$ cat src/rtl/fir_pkg.sv
// Shared types and arithmetic helpers for the time-multiplexed gaussian FIR.
package fir_pkg;

  typedef enum logic [1:0] {IDLE, MAC, OUT} state_t;

  // Saturation works on a fixed wide container so any accumulator width fits.
  localparam int SAT_ACCW = 256;

  function automatic int acc_width(input int width, input int ncoefs);
    return 2 * width + $clog2(ncoefs);
  endfunction

  function automatic logic signed [SAT_ACCW-1:0] sat(input logic signed [SAT_ACCW-1:0] acc,
                                                     input int frac, input int width);
    logic signed [SAT_ACCW-1:0] sh, hi, lo;
    sh = acc >>> frac;
    hi = (SAT_ACCW'(1) <<< (width - 1)) - SAT_ACCW'(1);
    lo = -hi - SAT_ACCW'(1);
    if (sh > hi) return hi;
    if (sh < lo) return lo;
    return sh;
  endfunction

endpackage

$ cat src/rtl/fir_mac.sv
// Shared signed multiply-accumulate: one product per enabled cycle, clr restarts the sum.
// Registered result, no internal stall; the sequencer gates it with en.
module fir_mac #(
  parameter int WIDTH = 32,
  parameter int ACCW  = 68
) (
  input  logic                    clock,
  input  logic                    nreset,
  input  logic                    clr,
  input  logic                    en,
  input  logic signed [WIDTH-1:0] a,
  input  logic signed [WIDTH-1:0] b,
  output logic signed [ACCW-1:0]  acc
);

  logic signed [2*WIDTH-1:0] prod;

  assign prod = a * b;

  always_ff @(posedge clock or negedge nreset) begin
    if (!nreset) begin
      acc <= '0;
    end else if (clr) begin
      acc <= '0;
    end else if (en) begin
      acc <= acc + ACCW'(prod);
    end
  end

endmodule

$ cat src/rtl/fir_mac_sequencer.sv
// FIR controller: steps one MAC through NCOEFS taps per sample; yn_valid rises NCOEFS+1 edges after accept.
// xn_ready only in IDLE; the result is held in OUT until yn_ready, stalling further input.
module fir_mac_sequencer
  import fir_pkg::*;
#(
  parameter int WIDTH  = 32,
  parameter int NCOEFS = 10,
  parameter int FRAC   = 8
) (
  input  logic                      clock,
  input  logic                      nreset,
  input  logic                      xn_valid,
  output logic                      xn_ready,
  input  logic signed [WIDTH-1:0]   xn,
  input  logic                      coef_we,
  input  logic [$clog2(NCOEFS)-1:0] coef_addr,
  input  logic signed [WIDTH-1:0]   coef_wdata,
  output logic                      coef_drop,
  output logic                      yn_valid,
  input  logic                      yn_ready,
  output logic signed [WIDTH-1:0]   yn,
  output logic                      busy
);

  localparam int AW   = $clog2(NCOEFS);
  localparam int ACCW = acc_width(WIDTH, NCOEFS);

  state_t                   state, state_nx;
  logic [AW-1:0]            k, wptr, xidx;
  logic signed [WIDTH-1:0]  xline [NCOEFS];
  logic signed [WIDTH-1:0]  coef  [NCOEFS];
  logic signed [ACCW-1:0]   acc;
  logic                     accept, last_tap, handshake, coef_ok;

  assign accept    = (state == IDLE) && xn_valid;
  assign last_tap  = (k == AW'(NCOEFS - 1));
  assign handshake = (state == OUT) && yn_valid && yn_ready;
  assign coef_ok   = (state == IDLE) && (int'(coef_addr) < NCOEFS);
  assign xn_ready  = (state == IDLE);
  assign busy      = (state != IDLE);

  always_ff @(posedge clock or negedge nreset) begin
    if (!nreset) state <= IDLE;
    else         state <= state_nx;
  end

  always_comb begin
    state_nx = state;
    case (state)
      IDLE:    if (xn_valid)  state_nx = MAC;
      MAC:     if (last_tap)  state_nx = OUT;
      OUT:     if (handshake) state_nx = IDLE;
      default: state_nx = IDLE;
    endcase
  end

  // Newest sample sits at wptr; tap k reads k samples back, modulo the line depth.
  always_comb begin
    if (wptr >= k) xidx = wptr - k;
    else           xidx = AW'(int'(wptr) + NCOEFS - int'(k));
  end

  fir_mac #(.WIDTH(WIDTH), .ACCW(ACCW)) u_mac (
    .clock  (clock),
    .nreset (nreset),
    .clr    (accept),
    .en     (state == MAC),
    .a      (coef[k]),
    .b      (xline[xidx]),
    .acc    (acc)
  );

  always_ff @(posedge clock or negedge nreset) begin
    if (!nreset) begin
      k    <= '0;
      wptr <= '0;
    end else begin
      if (accept)              k <= '0;
      else if (state == MAC)   k <= last_tap ? '0 : k + 1'b1;
      if (handshake)           wptr <= (wptr == AW'(NCOEFS - 1)) ? '0 : wptr + 1'b1;
    end
  end

  always_ff @(posedge clock or negedge nreset) begin
    if (!nreset) begin
      for (int i = 0; i < NCOEFS; i++) xline[i] <= '0;
    end else if (accept) begin
      xline[wptr] <= xn;
    end
  end

  // Bank resets to a unity tap 0 so an unconfigured filter passes samples through.
  always_ff @(posedge clock or negedge nreset) begin
    if (!nreset) begin
      for (int i = 0; i < NCOEFS; i++) coef[i] <= (i == 0) ? WIDTH'(1 << FRAC) : '0;
      coef_drop <= 1'b0;
    end else if (coef_we) begin
      if (coef_ok) coef[coef_addr] <= coef_wdata;
      else         coef_drop <= 1'b1;
    end
  end

  always_ff @(posedge clock or negedge nreset) begin
    if (!nreset) begin
      yn       <= '0;
      yn_valid <= 1'b0;
    end else if ((state == OUT) && !yn_valid) begin
      yn       <= WIDTH'(sat(SAT_ACCW'(acc), FRAC, WIDTH));
      yn_valid <= 1'b1;
    end else if (handshake) begin
      yn_valid <= 1'b0;
    end
  end

endmodule

$ cat config.mk
export PLATFORM = sky130hd
export DESIGN_NAME = fir_mac_sequencer
export DESIGN_NICKNAME = d
export VERILOG_FILES = /design/src/rtl/fir_pkg.sv /design/src/rtl/fir_mac.sv /design/src/rtl/fir_mac_sequencer.sv
export SDC_FILE = /design/constraint.sdc
export NUM_CORES = 2
export LEC_CHECK = 0
export ABC_AREA = 1
export CORE_MARGIN = 2
export CORE_UTILIZATION = 47
export CTS_CLUSTER_SIZE = 20
export DETAILED_ROUTE_END_ITERATION = 10
export MAX_ROUTING_LAYER = met4
export PLACE_DENSITY_LB_ADDON = 0.05
export SYNTH_ARGS = -nofsm -noshare
export SYNTH_HDL_FRONTEND = slang
export SYNTH_SLANG_ARGS = --single-unit
$ cat constraint.sdc
create_clock -name clock -period 30.2 [get_ports clock]
set_input_delay 4.53 -clock clock [delete_from_list [all_inputs] [get_ports clock]]
set_output_delay 4.53 -clock clock [all_outputs]
set_load 0.005 [all_outputs]
# Yosys cells after proc, flatten, opt, wreduce, memory -nomap -nowiden
# Index checks and enable logic that the tools add are counted.
# op_classes
add_sub_neg,6
n_mul,1
n_lt_le_gt_ge,10
n_eq_ne,7
muxes,34
bitwise,5
reduce_logical,15
# op_table
op,count
$bwmux 320,2
$mux 32,10
$bmux 32 s4,2
$demux 32 s4,2
$mux 68,2
$add 68x64->68,1
$mul 32x32->64,1
$gt 60x32->1 const B,1
$lt 60x32->1 const B,1
$ge 5x5->1 const B,4
$mux 4,5
$not 4->5,4
$lt 5x1->1 const B,2
$add 4x1->4 const B,2
$eq 4x4->1 const B,2
$sub 4x4->4,2
$logic_and 1x1->1,7
$mux 1,7
$mux 2,3
$ne 2x2->1 const B,3
$pmux 2 s3,1
$reduce_bool 2->1,3
$add 4x4->4 const B,1
$ge 4x4->1,1
other kinds (8),9
# word_totals
register_bits,752
inputBits,73
output_inout_bits,36
wordCells,105

# Logic depth before layout (Yosys ltp)
# depth
ltp_word,11
ltp_mapped,49
depth_no_buf,44

# Hierarchy
# From an unflattened synthesis, not the netlist that was laid out.
# hier_totals
cells_unflattened,9591
area_unflattened_um2,78511.5
# by_module_without_submodules
mod,instances,cells_each,area_per_inst_um2,seq_area_each_um2
fir_mac,1,5951,46942.5,1701.6
fir_mac_sequencer,1,3640,31569.0,17117.7

# Worst setup path after synthesis
# Ideal clock, no wire load.
# synth_path
path_kind,register -> register
startpoint,register k[1]
endpoint,register u_mac.acc[60]
setup_ns,0.118
arrival_time_ns,9.958
required_time_ns,30.082
setup_slack_ns,20.124
path_stages_with_launch,43
path_buffers,5
synth_period_minus_slack_ns,10.076
path_cell_list,dfrtp_1 -> buf_4 -> clkbuf_1 -> inv_1 -> ha_1 -> inv_1 -> ha_1 -> inv_1 -> fa_1 -> inv_1 -> o21ai_2 -> buf_4 -> buf_2 -> nand3_1 -> nand2_1 -> nand2_1 -> inv_2 -> buf_2 -> [... 7 more ...] -> inv_1 -> fa_1 -> fa_1 -> fa_1 -> inv_1 -> fa_1 -> inv_1 -> ha_1 -> nand2_1 -> nor2_1 -> nand2_1 -> nor2_1 -> and3_1 -> nand2_1 -> nand3_1 -> nand2_1 -> nand3_1 -> nand2_1
# synth_via
elab_chain_cells,10
word_cells_on_any_way,16
classes_between,add/sub: 3; mul: 1; order compare: 1; mux: 9; bitwise: 2
# synth_rtl
element,line_no,rtl
from (decl),fir_mac_sequencer.sv:29,"logic [AW-1:0] k, wptr, xidx;"
from (signal assigned),fir_mac_sequencer.sv:79,else if (state == MAC) k <= last_tap ? '0 : k + 1'b1;
"$sub 4x4->4, or another cell as far along",fir_mac_sequencer.sv:60,else xidx = AW'(int'(wptr) + NCOEFS - int'(k));
$mux 4,fir_mac_sequencer.sv:59,if (wptr >= k) xidx = wptr - k;
$not 4->5 (implied by the code),fir_mac_sequencer.sv:69,".b (xline[xidx]),"
$bmux 32 s4,fir_mac_sequencer.sv:69,
$mux 32 (implied by the code) (2 in a row),fir_mac_sequencer.sv:69,
$mul 32x32->64 *,fir_mac.sv:18,assign prod = a * b;
$add 68x64->68 *,fir_mac.sv:26,acc <= acc + ACCW'(prod);
$mux 68 *,fir_mac.sv:25,end else if (en) begin
$mux 68 *,fir_mac.sv:23,end else if (clr) begin
to (signal assigned),fir_mac.sv:26,
to (decl),fir_mac.sv:13,output logic signed [ACCW-1:0] acc
# Mark *: on every way between the ends. The rest lies on a longest branch, timed or not. The select of a mux whose other input is x is not followed.
# A chain may end at the register's enable or synchronous reset.

# Final worst setup path
# layout_path
startpoint,register k[1]
endpoint,register u_mac.acc[65]
# The elaborated chain is that of the path after synthesis.

==> impl_metrics.yaml <==
status:
  status: "completed"
finish:
  fill_cells: 15880
  multi_input_area_sq_mm: 0.04965
  final-seq-area_sq_mm: 0.01883
  final_cells: 11520
  area_growth_pct: 7.481
  nets: 10830
  drive_gt1_share_pct: 4.433
logic_synthesis:
  synthMuxAreaShare_pct: 0.3623
  syn-num-nets: 10970
  yosysSeqAreaShare_pct: 24.33
  yosys-top-cells-count: "2,290 x nand2_1, 1,780 x inv_1, 1,255 x fa_1"
  ys_ff_latch: 752
  synthXorXnorAreaFrac_pct: 0.09058
  synth_top_area_share_pct: 32.48
  synth.avg_cell_area_sq_um: 8.222
  synth_async_sr_flop_share_pct: 100.0
  synth_area_sq_mm: 0.07735
  ys.flop_type: "dfrtp_1"
  synth.area.top_cells: "fa_1 32%, dfrtp_1 24%, nand2_1 11%, inv_1 8.6%, a21oi_1 4.3%"
  synth-adder-area-share_pct: 36.26
  synth-edff-count: 0
  synth_compound_area_share_pct: 10.18
  syn_inst: 9408
  synth_top_family_by_area: "adder cells"
  synth_top_area_cell: "fa_1"
  post-synth-top-count-cell: "nand2_1"
  synth_cell_types: 46
  yosys.area_share.simple_pct: 17.07
  yosys_warnings: 0
timing:
  timing.final.crit_share_pct: 41.23
  finalSetupViolCount: 0
  finalHoldViolCount: 0
  slew_headroom_pct: 18.33
  tns_ns: 0
  max_slew.worst_pin.slew_ns: 1.225
  max_freq_ghz: 0.08030
  clock_skew_ns: 0.05582
  rsz0062_at_grt: "no"
  period_needed_ns: 12.45
  drv_slew: 0
placement:
  gp_congestion: 1.001
  portBuffers: 108
  hpwlAfterDp_mm: 193.4
  placed_cells: 11350
critical_path:
  cpMaxStageDelayCell: "dfrtp_4"
  slowest_delay_ns: 0.90
  cp_data_arrival_time_ns: 13.06
  crit_path_frequent_cell: "nand2_1"
  cp_top_family: "adder cells"
  critPathLaunchType: "flip-flop"
  required_ns: 30.81
  crit_buf_inv: 13
  critPathMaxFanout: 62
  cp-end-kind: "flip-flop"
  worst-setup-path-type: "reg2reg"
die:
  core_sq_mm: 0.1631
  die_x_um: 409.7
  die_area_sq_mm: 0.1678
  rows: 148
  io_pins: 109
  fp.dieH_um: 409.7
  start_util_pct: 47.41
clock_network:
  path_clk_slew_ns: 0.07
  cts_num_sinks: 752
  cts_buffer_depth: 3
  cts_resized: 0
  cts_setup_buffers: 0
  cts.hold.buffers_added: 0
  tritoncts: "yes"
  htreeDepth: 3
  cts_buffers: 90
  worstSkewPairLatency_ns: 0.74
  cts_root_buffer: "clkbuf_16"
route:
  ant_nets: 0
  vias: 62330
  wirelength_mm: 258.1
  dr.first_iter.drc_count: 5836
  drcViolationCount: 0
  via_per_inst: 5.410
  wl_per_cell_um: 22.40
  firstDrtPassIters: 8
job:
  drv_cap: 0
min_path:
  hp-class: "reg2reg"
global_routing:
  gr-total-overflow: 0
  track_usage_pct: 32.72
  grt_pass1_wl_mm: 402.9
  grt_pass1_vias: 64170
  antenna_found_initial: 6
  grt_max_degree: 135
-- final timing paths --
kind,end,slack (ns),depth (start not counted),from
worst max-delay path,u_mac.acc[65]$_DFFE_PN0P_,17.75,40,k[1]$_DFFE_PN0P_
worst min-delay path,coef_drop$_DFFE_PN0P_,0.48,1,coef_drop$_DFFE_PN0P_
worst max register to register,u_mac.acc[65]$_DFFE_PN0P_,17.75,40,k[1]$_DFFE_PN0P_
worst min register to register,coef_drop$_DFFE_PN0P_,0.48,1,coef_drop$_DFFE_PN0P_
max in group asynchronous,yn[6]$_DFFE_PN0P_,23.03,4,nreset
min in group asynchronous,xline[295]$_DFFE_PN0P_,3.83,1,nreset
-- cell usage in the layout, fill, tap and decap left out, types with 107 or more instances in the layout --
| cell | Yosys | final |
|---|---|---|
| a21oi_1 | 657 | 657 |
| buf_4 | 21 | 122 |
| clkdlybuf4s50_1 | 0 | 107 |
| dfrtp_1 | 751 | 749 |
| fa_1 | 1255 | 1255 |
| ha_1 | 234 | 233 |
| inv_1 | 1780 | 1779 |
| nand2_1 | 2290 | 2282 |
| nand3_1 | 230 | 228 |
| nor2_1 | 717 | 714 |
| o21ai_0 | 650 | 645 |
-- layer usage --
| layer | wire length, um | vias up | track usage [%] |
|---|---|---|---|
| met2 | 116200 | 2228 | 49.22 |
| met4 | 7275 | 0 | 7.803 |
| met3 | 21400 | 362 | 6.970 |
| met5 | 0 | - | - |
| met1 | 113200 | 31650 | 45.41 |
| li1 | - | 28100 | - |
-- area by class of cell --
| cell class | instances | share of cell area (%) |
|---|---|---|
| well taps | 2175 | 3.273 |
| multi-input cells | 6359 | 59.71 |
| repair buffers | 232 | 2.456 |
| diodes | 8 | 0.02408 |
| flip-flops and latches | 752 | 22.64 |
| clock buffers | 141 | 3.192 |
| inverters | 1830 | 8.271 |
| clock inverters | 25 | 0.4244 |
-- cells by family (layout without fill, tap and decap cells) --
logic type | count (synthesis) | after routing
AND/OR/NAND/NOR | 3355 | 3355
buffers and inverters | 2297 | 2228
flip-flops | 752 | 752
multiplexers | 28 | 28
adder cells (fa/ha/maj) | 1489 | 1489
XOR/XNOR | 8 | 8
AO/OA/AOI/OAI | 1479 | 1479
other | 0 | 8
-- worst register-to-register path: cells and delay by family, from the launching register on --
kind,cells,cell delay [ns]
adders and majority gates,12,6.17
buffers and inverters,13,3.19
and+or+nand+nor,13,1.88
DFF,1,0.90
AOI/OAI and AO/OA,2,0.21
-- sequential cells by signal, indices dropped and copies added, names as in the netlist --
name,count
xline,320
yn_valid,1
coef_drop,1
coef,320
yn,32
k,4
wptr,4
state,2
u_mac.acc,68
-- stage by stage --
step	area [sq um]	utilization (%)	setup slack, ns	hold slack (ns)
3_3_place_gp	80110	49.11	17.86	0.4603
2_1_floorplan	77350	-	20.12	0.4457
6_report	83140	50.96	17.75	0.4786
5_1_grt	83140	50.96	17.00	0.4943
4_1_cts	83120	50.95	17.71	0.4849
3_5_place_dp	80110	49.11	17.74	0.4662
Power is left out: the tool's default activity adds up to more than one toggle a clock period on the data nets, which glitch-free logic cannot reach.
